$ cat src/rtl/vga_timing_gen.sv
// vga_timing_gen: free-running raster timing source for the Arkanoid display.
// Produces 800x600@60 Hz counters, sync, blanking and a once-per-frame
// frame_start pulse. Every output is registered from the next-state counter
// values, so all outputs in a given cycle describe the same pixel.
module vga_timing_gen #(
  parameter int   H_VISIBLE = 800,
  parameter int   H_FRONT   = 40,
  parameter int   H_SYNC    = 128,
  parameter int   H_BACK    = 88,
  parameter int   V_VISIBLE = 600,
  parameter int   V_FRONT   = 1,
  parameter int   V_SYNC    = 4,
  parameter int   V_BACK    = 23,
  parameter logic SYNC_POL  = 1'b1
) (
  input  logic        pclk,
  input  logic        reset,
  output logic [10:0] hcount,
  output logic        hsync,
  output logic        hblnk,
  output logic [10:0] vcount,
  output logic        vsync,
  output logic        vblnk,
  output logic        frame_start
);

  // Thresholds as 11-bit unsigned constants; every parameter sum must stay
  // below 2048 so the counters never overflow.
  localparam logic [10:0] H_LAST       = 11'(H_VISIBLE + H_FRONT + H_SYNC + H_BACK - 1);
  localparam logic [10:0] H_BLANK_FROM = 11'(H_VISIBLE);
  localparam logic [10:0] H_SYNC_FROM  = 11'(H_VISIBLE + H_FRONT);
  localparam logic [10:0] H_SYNC_TO    = 11'(H_VISIBLE + H_FRONT + H_SYNC);
  localparam logic [10:0] V_LAST       = 11'(V_VISIBLE + V_FRONT + V_SYNC + V_BACK - 1);
  localparam logic [10:0] V_BLANK_FROM = 11'(V_VISIBLE);
  localparam logic [10:0] V_SYNC_FROM  = 11'(V_VISIBLE + V_FRONT);
  localparam logic [10:0] V_SYNC_TO    = 11'(V_VISIBLE + V_FRONT + V_SYNC);

  logic [10:0] hcount_nxt;
  logic [10:0] vcount_nxt;

  // Next raster position: h wraps at the end of a line, v steps only on that wrap.
  always_comb begin
    // NOTE: every combinational output gets a default first, so no path can
    // leave it unassigned and infer a latch.
    hcount_nxt = hcount + 11'd1;
    vcount_nxt = vcount;
    if (hcount == H_LAST) begin
      hcount_nxt = '0;
      vcount_nxt = (vcount == V_LAST) ? '0 : vcount + 11'd1;
    end
  end

  // Counter registers.
  always_ff @(posedge pclk or negedge reset) begin
    // NOTE: sequential state uses non-blocking assignments so every register
    // samples pre-edge values regardless of statement order.
    if (!reset) begin
      hcount <= '0;
      vcount <= '0;
    end else begin
      hcount <= hcount_nxt;
      vcount <= vcount_nxt;
    end
  end

  // Decodes taken from the next-state counters so they line up with hcount/vcount.
  always_ff @(posedge pclk or negedge reset) begin
    if (!reset) begin
      hblnk       <= 1'b0;
      vblnk       <= 1'b0;
      hsync       <= ~SYNC_POL;
      vsync       <= ~SYNC_POL;
      frame_start <= 1'b0;
    end else begin
      hblnk       <= (hcount_nxt >= H_BLANK_FROM);
      vblnk       <= (vcount_nxt >= V_BLANK_FROM);
      hsync       <= ((hcount_nxt >= H_SYNC_FROM) && (hcount_nxt < H_SYNC_TO)) ? SYNC_POL : ~SYNC_POL;
      vsync       <= ((vcount_nxt >= V_SYNC_FROM) && (vcount_nxt < V_SYNC_TO)) ? SYNC_POL : ~SYNC_POL;
      // Reset parks the counters at (0,0) with this flag low, so the first
      // pulse only appears once the raster comes back around.
      frame_start <= (hcount_nxt == '0) && (vcount_nxt == '0);
    end
  end

endmodule

$ cat config.mk
export PLATFORM = sky130hd
export DESIGN_NAME = vga_timing_gen
export DESIGN_NICKNAME = d
export VERILOG_FILES = /design/src/rtl/vga_timing_gen.sv
export SDC_FILE = /design/constraint.sdc
export NUM_CORES = 1
export LEC_CHECK = 0
export BUFFER_PORTS_ARGS = -buffer_cell sky130_fd_sc_hd__buf_4
export CELL_PAD_IN_SITES_DETAIL_PLACEMENT = 0
export CELL_PAD_IN_SITES_GLOBAL_PLACEMENT = 1
export CORE_MARGIN = 2
export CORE_UTILIZATION = 45
export DETAILED_ROUTE_END_ITERATION = 10
export PLACE_DENSITY_LB_ADDON = 0.1
export SKIP_LAST_GASP = 1
export SYNTH_ARGS = -nofsm -noshare
export SYNTH_HDL_FRONTEND = slang
export SYNTH_SLANG_ARGS = --single-unit
export TNS_END_PERCENT = 20
$ cat constraint.sdc
create_clock -name pclk -period 6.4 [get_ports pclk]
set_clock_uncertainty 0.2 [all_clocks]
set_input_delay 0.64 -clock pclk [delete_from_list [all_inputs] [get_ports pclk]]
set_output_delay 0.64 -clock pclk [all_outputs]
set_load 0.05 [all_outputs]
==> results of run 1 <==
## final cells by class
type / instances / area share
Sequential cell: 27 / 0.381
Timing Repair Buffer: 29 / 0.124
Tap cell: 44 / 0.0311
Clock buffer: 4 / 0.0148
Multi-Input combinational cell: 116 / 0.436
Inverter: 6 / 0.0127
## flip-flops by register name (all words and copies together), names as in the netlist
register,count
frame_start,1
hblnk,1
hcount,11
hsync,1
vblnk,1
vcount,11
vsync,1
## worst max path at each step
stage,end,cells after the start
floorplan,vblnk,8
global placement,vblnk,7
detailed placement,frame_start,7
CTS,frame_start,7
global route,frame_start,7
finish,frame_start,7
## per-layer routing
metal	vias up	track usage
met5	-	0
met4	0	0.0669
met3	5	0.0311
met2	35	0.275
met1	617	0.289
li1	619	-
## logic make-up after synthesis
kind of cell,Yosys count,share of synthesized area
compound gates,30,0.140
buf+inv,10,0.0334
xor+xnor,17,0.0993
mux,1,0.00751
flops,27,0.451
fa+ha+maj,2,0.0167
simple gates,66,0.252
## what timing repair did
item,in CTS,in global routing
setup buffers,0,0
hold buffers,1,0
endpoints found under the hold margin,3,0
## through the flow
step           cell area, um^2  worst slack (ps)
2_1_floorplan             1500              3710
3_3_place_gp              1740              3760
3_5_place_dp              1740              3610
4_1_cts                   1770              3580
5_1_grt                   1770              3210
6_report                  1770              3560
## cell usage in the layout (no fill, tap or decap), types with 3 or more instances in the layout
cell type / netlist / layout
nand2_1: 9 / 9
xnor2_1: 11 / 11
and3_1: 5 / 5
buf_4: 1 / 28
nand3_1: 9 / 9
dfrtp_1: 27 / 27
clkbuf_4: 0 / 3
nor3_1: 5 / 5
a21oi_1: 9 / 9
and2_1: 5 / 5
nor2_1: 12 / 12
nand4_1: 4 / 4
xor2_1: 6 / 6
inv_1: 6 / 6
and4_1: 3 / 3
## power by group through the flow
stage          clock (uW)  sequential (uW)  combinational [uW]
6_report             74.5              171                4.08
5_1_grt              84.4              171                4.86
4_1_cts              78.5              171                4.44
3_5_place_dp            0              174                4.03
3_3_place_gp            0              174                3.74
2_1_floorplan           0              174            0.000317
==> metrics, run 1 <==
ANT cells=0; Resized cells post-CTS=0; number of global-route vias before repair=1120; Sink Count=27; final RePlAce weighted congestion=0.796; CP top delay family=simple AND/OR/NAND/NOR gates; Via Count=1276; Met3 Wirelength=158 um; die height=61.7 um; starting density of the core=0.483; Yosys cell types=48; leakage=0.000832 uW; fmax=352 MHz; worst hold endpoint=hcount[0]; post-synthesis sequential area ratio=0.451; Worst EP arrival=2870 ps; initial antenna violation count=0; setup total negative slack=0 ps; CP Capture Type=flip-flop; worst-margin pin slew=455 ps; reg2reg path depth=7; cell area after synthesis=1500 um^2; I/O pin count=29; clk root buf=clkbuf_4; clk buf depth=2; post-synthesis net count=157; CP max stage cell=dfrtp_1; drt total wl=3.25 mm; Synth area leaders=dfrtp_1, xnor2_1, xor2_1, a21oi_1, nand3_1; status=completed; CP startpoint kind=flip-flop; Sw Share=0.214; Placeable Area=3100 um^2; Async SR Flop Fraction=1.00; Rel. slew slack=0.694; Switch Pwr=53.4 uW; worst hold margin=353 ps; Layout Cells excl Fill=226; Syn Inst Count=153; required time of the critical path=6440 ps; final core utilization=0.571; share of layout cells above drive strength 1=0.220; Post-synth top cells=dfrtp_1, nor2_1, xnor2_1; Fill cells=300; DRC=0; Sequential Area=676 um^2; critical path class=flip-flop to flip-flop; Gate power share=0.016; Hold Path Origin=hcount[0]; Multi-input gate area=773 um^2; routed length on met1=1.61 mm; Worst-path clk slew=140 ps; Tcrit/Tclk final=0.443; reg2reg start=hcount[0]; Design Power=249 uW; number of synthesized register bits=27; largest net degree at the start of global routing=28; Worst setup startpoint=hcount[0]; H-tree depth=1; hold depth=1; post-synth top area share=0.451; drt wl/cell=14.4 um; metal2 WL=1.45 mm; CP max FO=12; count leader, synth=dfrtp_1; Total Die Area=3810 um^2; first-pass GRT wire length=5.34 mm; Core Rows=20; 1st-iter DRT viols=51; Power Internal=196 uW; WP buf/inv=0; GRT Residual Overflow=0; # placed instances=221; clk_lat worst skew=320 ps; number of detailed-route iterations in the first pass=4; RSZ-0062 raised after global routing=false; r2r endpoint=frame_start; setup slack, reg-to-reg=3560 ps; vias per cell=5.65; Final min period=2840 ps; final setup fails=0; Final Net Count=187; number of synthesized flops with an enable pin=0; largest area contributor in the netlist=dfrtp_1; top_reg_cell synth=dfrtp_1; hpwl dp=2.43 mm; Power Dens Cells=141 nW/um^2; Avg Cell Area, Syn=9.80 um^2; Worst Hold Class=flip-flop to flip-flop; Total GRT Usage=0.191; max cap viols=0; CTS tree=yes; Final Max Tran Viols=0; Synth-to-Final Area Change=18.3%; Port Buf Inserts=28; Worst VDD drop=0.0710 mV; sequential share of power=0.685; CP cell instances=ha_1 -> and4_1 -> nand3_1 -> nor3_1 -> xnor2_1 -> a41oi_1 -> nor4_1; Clock power frac=0.299; Antenna Violating Nets Remaining=0; Syn. warnings=0; max layer used=met4; number of buffers created by CTS=3; Crit path largest cell delay=460 ps; die width=61.7 um; Final Hold Vio Count=0
No activity file was read; power rests on OpenSTA's default activity.
==> inputs of run 2 (changes only) <==
--- a/config.mk
+++ b/config.mk
@@ -9,7 +9,7 @@
 export CELL_PAD_IN_SITES_DETAIL_PLACEMENT = 0
 export CELL_PAD_IN_SITES_GLOBAL_PLACEMENT = 1
 export CORE_MARGIN = 2
-export CORE_UTILIZATION = 45
+export CORE_UTILIZATION = 37
 export DETAILED_ROUTE_END_ITERATION = 10
 export PLACE_DENSITY_LB_ADDON = 0.1
 export SKIP_LAST_GASP = 1
==> constraint.sdc (replaced) <==
create_clock -name pclk -period 2.5 [get_ports pclk]
set_clock_uncertainty 0.2 [all_clocks]
set_input_delay 0.25 -clock pclk [delete_from_list [all_inputs] [get_ports pclk]]
set_output_delay 0.25 -clock pclk [all_outputs]
set_load 0.05 [all_outputs]
==> run 2 against run 1 <==
Effect of this change:
- setup slack worse by 3500 ps
- global-route usage fell by 1.7 points
- highest routed layer unchanged
- sequential share of layout area shrank 3.6 points
- hold slack got worse by 140 ps
- total power grew to 2.8 times the previous value
- final cell count grew 9.7%
- clock power rose to 3.4 times the previous value
- sequential power increased to 2.5 times the previous value
==> metrics, run 2 (synthesized netlist as in run 1, its figures left out) <==
Final Hold Vio Count=0; critical path class=flip-flop to flip-flop; Clock power frac=0.363; Antenna Violating Nets Remaining=0; drt total wl=3.52 mm; max cap viols=0; initial antenna violation count=0; Via Count=1283; Total GRT Usage=0.174; Final min period=2440 ps; Port Buf Inserts=28; Core Rows=23; Total Die Area=4580 um^2; Final Max Tran Viols=0; share of layout cells above drive strength 1=0.338; Placeable Area=3940 um^2; commonest non-fill, non-tap cell in the layout=buf_4; CP Capture Type=flip-flop; CP startpoint kind=flip-flop; H-tree depth=1; final setup fails=0; Worst VDD drop=0.158 mV; hpwl dp=2.70 mm; CTS tree=yes; number of global-route vias before repair=1219; sequential share of power=0.622; drt wl/cell=14.2 um; 1st-iter DRT viols=40; setup total negative slack=0 ps; clk buf depth=2; fmax=411 MHz; die width=67.7 um; worst-margin pin slew=503 ps; Synth-to-Final Area Change=31.1%; I/O pin count=29; starting density of the core=0.380; Largest regs=hcount (11), vcount (11); Sink Count=27; ANT cells=0; clk root buf=clkbuf_8; Worst Hold Class=input pin to asynchronous set/reset pin; Rel. slew slack=0.662; required time of the critical path=2520 ps; Gate power share=0.015; Worst EP arrival=2460 ps; Power Dens Cells=357 nW/um^2; GRT Residual Overflow=0; clk_lat worst skew=280 ps; most frequent cells in the layout=buf_4, dfrtp_1, nor2_1, xnor2_1; status=completed; leakage=0.000930 uW; CP max FO=6; number of detailed-route iterations in the first pass=4; Final Net Count=203; die height=67.7 um; Tcrit/Tclk final=0.974; Sw Share=0.215; largest net degree at the start of global routing=28; Switch Pwr=151 uW; RSZ-0062 raised after global routing=true; first-pass GRT wire length=5.93 mm; final RePlAce weighted congestion=0.796; number of buffers created by CTS=3; DRC=0; Worst-path clk slew=100 ps; Power Internal=550 uW; vias per cell=5.17; Design Power=701 uW
-- run 2: cell types whose count changed in the layout (fill, tap and decap cells not counted), sizes merged --
cell / before / now
clkinv: 0 / 1
clkbuf: 4 / 3
buf: 28 / 44
-- run 2: path summary, 6_finish.rpt --
path                                start  slack (ps)  depth (start not counted)         to
worst min-delay path                reset         210                          2  hcount[7]
worst max-delay path            hcount[1]          60                          7      vblnk
max in group asynchronous           reset        1620                          2  hcount[0]
worst max register to register  hcount[1]          60                          7      vblnk
worst min register to register  hcount[0]         350                          1  hcount[1]
min in group pclk               hcount[0]         350                          1  hcount[1]
-- run 2: area by class of cell --
cell class	count	area, um^2
fillers	374	1980
inverters	6	22.5
repair buffers	45	340
multi-input cells	116	816
well taps	50	62.6
flip-flops and latches	27	678
clock inverters	1	5.00
clock buffers	3	41.3
-- run 2: power by group through the flow --
stage / clock network, uW / logic (uW) / registers [uW]
finish: 254 / 10.3 / 436
global route: 284 / 12.9 / 436
CTS: 263 / 11.2 / 436
detailed placement: 0 / 10.0 / 445
global placement: 0 / 9.72 / 445
floorplan: 0 / 0.000317 / 445
-- run 2: critical path: stages, from the launching register on --
cell and delay (ps):
dfrtp_2 440, ha_2 210, and4_2 270, and4_2 270
a211o_1 290, a211oi_4 290, nand4b_1 180, a21bo_2 220
-- run 2: repair_timing --
item	4_1_cts	5_1_grt
hold buffers	1	0
setup buffers	0	1
setup endpoints to repair	0	4
endpoints found under the hold margin	27	0
gates resized for setup	0	9
-- run 2: metrics by stage --
stage | area, um^2 | utilization | cells | setup WS [ps] | hold WS [ps]
global placement | 1870 | 0.474 | 242 | 46.1 | -21.0
floorplan | 1510 | - | 153 | 30.8 | -246
detailed placement | 1870 | 0.474 | 242 | 35.8 | -15.9
finish | 1970 | 0.499 | 248 | 65.0 | 211
global route | 1970 | 0.499 | 248 | -28.2 | 250
CTS | 1920 | 0.488 | 247 | 3.22 | 222
-- run 2: layer usage --
layer,GRT usage,share of wire,wire [um]
met1,0.245,0.50,1750
met2,0.271,0.46,1610
met3,0.0250,0.036,126
met4,0.0612,0.011,38
met5,0,0,0
==> inputs of run 3 (changes only) <==
--- a/config.mk
+++ b/config.mk
@@ -8,10 +8,11 @@
 export BUFFER_PORTS_ARGS = -buffer_cell sky130_fd_sc_hd__buf_4
 export CELL_PAD_IN_SITES_DETAIL_PLACEMENT = 0
 export CELL_PAD_IN_SITES_GLOBAL_PLACEMENT = 1
-export CORE_MARGIN = 2
 export CORE_UTILIZATION = 37
 export DETAILED_ROUTE_END_ITERATION = 10
+export MAX_ROUTING_LAYER = met4
 export PLACE_DENSITY_LB_ADDON = 0.1
+export RECOVER_POWER = 50
 export SKIP_LAST_GASP = 1
 export SYNTH_ARGS = -nofsm -noshare
 export SYNTH_HDL_FRONTEND = slang
==> run 3 against run 2 <==
Effect of this change:
- wire length decreased by 0.63%
- clock power increased by 3%
- highest routed layer unchanged
- final cell count decreased by 0.40%
- non-clock buffer count increased by 1
- critical path depth unchanged
- combinational power decreased by 7%
- first-iteration DRC count increased by 18%
==> metrics, run 3 (synthesized netlist as in run 1, its figures left out) <==
status=completed; setup total negative slack=0 ps; Total Die Area=4310 um^2; worst hold margin=306 ps; CP max stage cell=dfrtp_2; worst-margin pin slew=1430 ps; initial antenna violation count=0; Worst Hold Class=flip-flop to flip-flop; # placed instances=237; Worst VDD drop=0.182 mV; Via Count=1334; Worst-path clk slew=100 ps; largest net degree at the start of global routing=28; commonest non-fill, non-tap cell in the layout=buf_4; die height=65.7 um; number of global-route vias before repair=1246; RSZ-0062 raised after global routing=true; Synth-to-Final Area Change=29.1%; Post-Place Cell Area=1840 um^2; most frequent cells in the layout=buf_4, dfrtp_1, clkbuf_1, nor2_1, xnor2_1; Final min period=2380 ps; 1st-iter DRT viols=47; clk root buf=clkbuf_8; max cap viols=0; Worst EP arrival=2420 ps; starting density of the core=0.397; Largest regs=hcount (11), vcount (11); clk_lat worst skew=280 ps; Final Hold Vio Count=0; number of detailed-route iterations in the first pass=4; CP Capture Type=flip-flop; Placeable Area=3770 um^2; reg2reg start=vcount[1]; Total GRT Usage=0.189; CP top delay family=compound AO/OA/AOI/OAI gates; DRC=0; setup slack, reg-to-reg=120 ps; WP buf/inv=0; Rel. slew slack=0.0435; number of buffers created by CTS=3; drt wl/cell=14.2 um; CP startpoint kind=flip-flop; drt total wl=3.50 mm; first-pass GRT wire length=5.95 mm; leakage=0.000880 uW; Core Rows=22; GRT Residual Overflow=0; CP max FO=6; Crit path largest cell delay=450 ps; Layout Cells excl Fill=247; critical path class=flip-flop to flip-flop; Final Max Tran Viols=0; H-tree depth=1; worst hold endpoint=hcount[1]; ANT cells=0; Sink Count=27; hold depth=1; Final Instance Area=1940 um^2; CTS tree=yes; Port Buf Inserts=28; clk buf depth=2; Hold Path Origin=hcount[1]; reg2reg path depth=7; fmax=419 MHz; Antenna Violating Nets Remaining=0; required time of the critical path=2530 ps; die width=65.7 um; I/O pin count=29; vias per cell=5.40; final RePlAce weighted congestion=0.849; Power Dens Cells=365 nW/um^2; share of layout cells above drive strength 1=0.296; final setup fails=0; r2r endpoint=vblnk; hpwl dp=2.53 mm; Tcrit/Tclk final=0.954; final core utilization=0.513; Final Net Count=204; CP cell instances=ha_2 -> and3_1 -> and4_4 -> a211o_1 -> a211oi_4 -> nand4b_1 -> a21bo_2
run 3: where the power goes:
| group | switching [uW] | internal [uW] |
|---|---|---|
| Clock | 146 | 115 |
| Combinational | 8.26 | 1.34 |
| Sequential | 0 | 436 |
| Total | 154 | 552 |
run 3: through the flow:
step | total power, uW | worst slack (ps)
finish | 707 | 116
global route | 732 | -34.4
CTS | 711 | 17.0
detailed placement | 455 | 38.9
global placement | 455 | 46.6
floorplan | 445 | 30.8
run 3: cell type report:
type,instances,area (um^2)
clock buffer,4,45.0
fill,365,1840
inverter,6,22.5
multi-input combinational,116,825
sequential,27,681
tap,48,60.1
timing repair buffer,46,303
run 3: metal layers:
metal	global-route usage	vias to the layer above	wire length (um)
li1	-	648	-
met1	0.256	656	1740
met2	0.273	23	1570
met3	0.0260	7	103
met4	0.0951	0	83
met5	-	-	0
run 3: what timing repair did:
action | in CTS | in global routing
gates resized for setup | 1 | 14
endpoints found under the hold margin | 27 | 0
setup endpoints to repair | 1 | 4
setup buffers | 0 | 5
pin swaps | 1 | 4
hold buffers | 1 | 0
run 3: how the worst max path moves through the flow:
stage               cells after the start     endpoint  startpoint  slack (ps)
floorplan                               7        vblnk   vcount[0]          30
global placement                        7        vblnk   vcount[0]          50
detailed placement                      7        vblnk   vcount[0]          40
CTS                                     7        vblnk   vcount[0]          20
global route                            7  frame_start   hcount[6]         -30
finish                                  7        vblnk   vcount[1]         120
